--- config.mk ---
export PLATFORM = sky130hd
export DESIGN_NAME = tff_count_ctrl
export DESIGN_NICKNAME = d
export VERILOG_FILES = /design/src/rtl/tff_count_ctrl.sv
export SDC_FILE = /design/constraint.sdc
export NUM_CORES = 1
export LEC_CHECK = 0
export BUFFER_PORTS_ARGS = -buffer_cell sky130_fd_sc_hd__buf_2
export CAP_MARGIN = 20
export CORE_MARGIN = 3
export CORE_UTILIZATION = 50
export DETAILED_ROUTE_END_ITERATION = 6
export PLACE_DENSITY = 0.86
export RECOVER_POWER = 50
export SETUP_SLACK_MARGIN = 0.2
export SLEW_MARGIN = 40
export SYNTH_ARGS = -nofsm -noshare
export SYNTH_HDL_FRONTEND = slang
export SYNTH_SLANG_ARGS = --single-unit
export TNS_END_PERCENT = 5
--- constraint.sdc ---
create_clock -name clk_i -period 4.45 [get_ports clk_i]
set_clock_uncertainty 0.1 [all_clocks]
set_input_delay 1.1125 -clock clk_i [delete_from_list [all_inputs] [get_ports clk_i]]
set_output_delay 1.1125 -clock clk_i [all_outputs]
set_load 0.05 [all_outputs]
--- src/rtl/tff_count_ctrl.sv ---
// Sequencer for a bank of external T flip-flops. It drives the per-bit toggle
// enables so the bank loads a preset and then counts up or down to a target.
module tff_count_ctrl #(
  parameter int WIDTH = 4
) (
  input  logic             clk_i,
  input  logic             reset_i,
  input  logic             start_i,
  input  logic             stop_i,
  input  logic             up_i,
  input  logic [WIDTH-1:0] limit_i,
  input  logic [WIDTH-1:0] q_in_i,
  output logic [WIDTH-1:0] tin_o,
  output logic             bank_reset_o,
  output logic             busy_o,
  output logic             tc_o,
  output logic             done_o
);

  typedef enum logic [1:0] {S_IDLE, S_LOAD, S_RUN, S_DONE} state_t;

  state_t           state_q, state_d;
  logic             up_q, up_d;
  logic [WIDTH-1:0] limit_q, limit_d;
  logic             busy_q, done_q;

  logic [WIDTH-1:0] preset, target;
  logic [WIDTH-1:0] inc_tin, dec_tin;
  logic             inc_c, dec_c;

  assign preset       = up_q ? '0 : limit_q;
  assign target       = up_q ? limit_q : '0;
  assign tc_o         = (state_q == S_RUN) && (q_in_i == target);
  assign bank_reset_o = reset_i;
  assign busy_o       = busy_q;
  assign done_o       = done_q;

  // The bank shares this clock, so everything moves on the falling edge.
  always_ff @(negedge clk_i) begin
    if (reset_i) begin
      state_q <= S_IDLE;
      up_q    <= 1'b0;
      limit_q <= '0;
      busy_q  <= 1'b0;
      done_q  <= 1'b0;
    end else begin
      state_q <= state_d;
      up_q    <= up_d;
      limit_q <= limit_d;
      busy_q  <= (state_d == S_LOAD) || (state_d == S_RUN);
      done_q  <= (state_d == S_DONE);
    end
  end

  always_comb begin
    state_d = state_q;
    up_d    = up_q;
    limit_d = limit_q;
    case (state_q)
      S_IDLE: if (start_i) begin
        state_d = S_LOAD;
        up_d    = up_i;
        limit_d = limit_i;
      end
      S_LOAD: state_d = stop_i ? S_IDLE : S_RUN;
      S_RUN: begin
        if (stop_i)    state_d = S_IDLE;
        else if (tc_o) state_d = S_DONE;
      end
      S_DONE: state_d = S_IDLE;
      default: state_d = S_IDLE;
    endcase
  end

  // Ripple toggle chains: bit i flips when all lower bits are 1 (up) or 0 (down).
  always_comb begin
    inc_tin = '0;
    dec_tin = '0;
    inc_c   = 1'b1;
    dec_c   = 1'b1;
    for (int i = 0; i < WIDTH; i++) begin
      inc_tin[i] = inc_c;
      dec_tin[i] = dec_c;
      inc_c      = inc_c & q_in_i[i];
      dec_c      = dec_c & ~q_in_i[i];
    end
  end

  always_comb begin
    tin_o = '0;
    if (!reset_i) begin
      case (state_q)
        S_LOAD: tin_o = q_in_i ^ preset;
        S_RUN:  if (!stop_i && !tc_o) tin_o = up_q ? inc_tin : dec_tin;
        default: tin_o = '0;
      endcase
    end
  end

endmodule

==> metrics.md <==
| Metric | Value |
|---|---|
| DP Area | `1060 sq um` |
| Multi-input gate area | `660.6 sq um` |
| Site row count | `13` |
| Critical path cell sequence | `inv_4 -> ha_4 -> buf_6 -> nand3b_1 -> a21oi_2 -> o211ai_1 -> o211ai_1 -> buf_4` |
| Ys Warns | `0` |
| Syn nets | `119` |
| CP max-delay cell | `dfxtp_4` |
| Reg clk slew, reported paths | `80 ps` |
| Post-route DRC | `0` |
| Sw Share | `43.72%` |
| Core ar. | `1399 sq um` |
| GRT Residual Overflow | `0` |
| Crit-path max cell delay | `370 ps` |
| CTS H-tree depth | `1` |
| Worst r2r dst | `busy_o` |
| Hold depth | `2` |
| Synth area leader | `dfxtp_1` |
| Max cap viols | `0` |
| Longest Clk Path Bufs | `2` |
| Critical path peak fanout | `3` |
| DR vias | `1065` |
| Io pins | `21` |
| Worst Slack Setup Final | `-940.8 ps` |
| Relative slew slack | `60.96%` |
| Reg2reg path depth | `9` |
| Nets | `170` |
| Net switching power figure | `0.1664 mW` |
| Hold Vio Cnt, Final | `0` |
| Finished Cell Area | `1259 sq um` |
| Syn Area/Cell | `7.854 sq um` |
| Antenna cell count | `0` |
| Die area | `2100 sq um` |
| WS Path Type | `register to output port` |
| PwrDens | `302.4 nW/um^2` |
| Drt total wl | `3315 um` |
| Comb power frac | `47.2%` |
| Synth cell types | `42` |
| Clock power frac | `25.8%` |
| P_leak | `0.5501 nW` |
| Internal | `0.2142 mW` |
| Clock latency at the later pin of the worst-skew pair | `360 ps` |
| Crit path top cell by count | `o211ai_1` |
| WP data arrival | `4180 ps` |
| Type of the tightest min-delay check | `register to register` |
| Worst Hold Path EP | `limit_q[3]` |
| GRT Overall Usage | `32.27%` |
| CP Launch Type | `register` |
| Die Height | `45.83 um` |
| Die Wd | `45.83 um` |
| Reg2Reg Setup Slack | `2310 ps` |
| Synthesized instance count | `101` |
| CTS tree | `done` |
| Post-synthesis sequential area ratio | `22.71%` |
| Placer's final routability congestion estimate | `0.8516` |
| Synthesis-to-layout area growth | `58.68%` |
| Top post-synthesis cells by area | `dfxtp_1, ha_1, a21oi_1` |
| Setup violators final | `7` |
| Initial DRC Count | `73` |
| Number of global-route vias before repair | `1049` |
| Port Buffers | `20` |
| Post-synth top area share | `22.71%` |
| Commonest non-fill, non-tap cell in the layout | `buf_4` |
| CTS Buf Count | `3` |
| R2R Path Start | `state_q[1]` |
| Filler cell count | `73` |
| CP endpoint kind | `output port` |
| DR WL/cell | `19.97 um` |
| Routed vias/inst | `6.416` |
| Antenna violations before repair | `0` |
| CTS sink cnt | `9` |
| Register area | `192.7 sq um` |
| Peak VDD IR | `0.2614 mV` |
| Initial core utilization | `56.71%` |
| Fin. max-slew vios | `0` |
| Detailed Routing Iterations Pass 1 | `4` |
| Fraction of layout cells with a size suffix above 1 | `45.03%` |
| Placed Instances | `153` |
| Root Driver | `clkbuf_4` |
| Synthesized flop and latch total | `9` |
| Post-DP HPWL | `1770 um` |
| Final non-filler cell total | `166` |
| Post-route ant nets | `0` |
| Worst Path Required | `3240 ps` |
| Slew @ Worst Pin | `588.1 ps` |
| First-pass GRT wire length | `4692 um` |
| Largest net degree at the start of global routing | `16` |
| Status | `finished with violations` |
| Synthesized area | `793.3 sq um` |
| Hold_sp | `limit_q[3]` |
| Register share of total power | `27.0%` |
| RSZ-0062 raised after global routing | `true` |
| Failing checks | `negative setup slack` |
| Most frequent cells in the layout | `buf_4, inv_1, buf_2` |
[registers in the layout (all words and copies together), names as in the netlist]
| name | flops |
|---|---|
| busy_o | 1 |
| done_o | 1 |
| limit_q | 4 |
| state_q | 2 |
| up_q | 1 |
[kinds of logic (layout without fill, tap and decap cells)]
| group | after synthesis | count (layout) | synth area share (%) |
|---|---|---|---|
| XOR/XNOR | 4 | 4 | 4.416 |
| AO/OA/AOI/OAI | 29 | 29 | 24.76 |
| AND/OR/NAND/NOR | 45 | 45 | 34.39 |
| buffers and inverters | 9 | 59 | 5.835 |
| flip-flops | 9 | 9 | 22.71 |
| adder cells (fa/ha/maj) | 5 | 5 | 7.886 |
[power groups by stage]
stage / sequential, mW / combinational (mW) / clock [mW]
final: 0.103 / 0.180 / 0.0983
after global routing: 0.103 / 0.191 / 0.114
after CTS: 0.101 / 0.162 / 0.0974
after detailed placement: 0.101 / 0.145 / 0.0138
after global placement: 0.100 / 0.138 / 0.0138
after floorplan: 0.110 / 0.0813 / 0.0138
[how the worst max path moves through the flow]
| stage | start | endpoint | slack (ps) | depth (start not counted) |
|---|---|---|---|---|
| floorplan | state_q[0] | tin_o[1] | -830 | 5 |
| global placement | q_in_i[2] | busy_o | -570 | 7 |
| detailed placement | state_q[1] | tin_o[0] | -640 | 7 |
| CTS | state_q[0] | tin_o[1] | -820 | 8 |
| global route | state_q[0] | tin_o[1] | -1010 | 8 |
| finish | state_q[0] | tin_o[1] | -940 | 8 |
[cells in the mapped netlist, drive strengths merged]
| master | number |
|---|---|
| inv | 4 |
| a221oi | 1 |
| or4 | 1 |
| a22oi | 1 |
| o2bb2ai | 1 |
| and4 | 1 |
| xnor2 | 4 |
| o221ai | 1 |
| nand2 | 9 |
| and3 | 1 |
| a211oi | 1 |
| and4bb | 1 |
| a21oi | 10 |
| and3b | 1 |
| o211ai | 2 |
| nor2 | 3 |
| buf | 3 |
| a21o | 1 |
| or2b | 1 |
| ha | 5 |
| o31ai | 1 |
| nand2b | 5 |
| nand3b | 1 |
| a21boi | 1 |
| nor4b | 1 |
| dfxtp | 9 |
| nor4 | 2 |
| nand4b | 1 |
| or3b | 1 |
| nor2b | 7 |
| o311ai | 1 |
| clkbuf | 2 |
| o22ai | 3 |
| o21ai | 5 |
| nor3 | 2 |
| nand3 | 6 |
| and2 | 1 |
[worst max-delay path: cells and delay by family (launching register included)]
kind            cells  cell delay [ps]
fa+ha+maj           1              270
simple gates        1              100
buf+inv             3              370
compound gates      3              460
flops               1              370
[per-stage QoR]
stage          worst slack [ps]  hold WS (ps)  util [%]  power [mW]  setup TNS, ps
6_report                 -940.8         408.6     89.98      0.3806          -4582
5_1_grt                   -1012         435.5     89.98      0.4085          -4925
4_1_cts                  -821.8         408.7     86.67      0.3600          -4031
3_5_place_dp             -640.8         376.2     75.76      0.2599          -4627
3_3_place_gp             -567.5         373.2     75.76      0.2523          -3974
2_1_floorplan            -830.4         352.9         -      0.2052          -4584
[what timing repair did]
action	CTS	global route
pin swaps	9	3
resized for setup	29	12
setup endpoints to repair	11	11
buffers inserted	1	0
hold buffers	0	0
[metal layers]
metal / vias up / part of all wire, % / global-route usage (%)
met2: 86 / 51 / 57.38
li1: 470 / - / -
met4: 0 / 3.8 / 17.61
met3: 16 / 9.4 / 8.300
met5: - / 0 / 0
met1: 493 / 36 / 34.04
[area by class of cell]
type	instances	share of cell area, %
clock buffer	3	1.789
clock inverter	10	2.982
inverter	3	1.292
multi-input combinational	83	52.49
sequential	9	15.31
tap	15	1.491
timing repair buffer	43	24.65
Power figures use the tool's default switching activity.
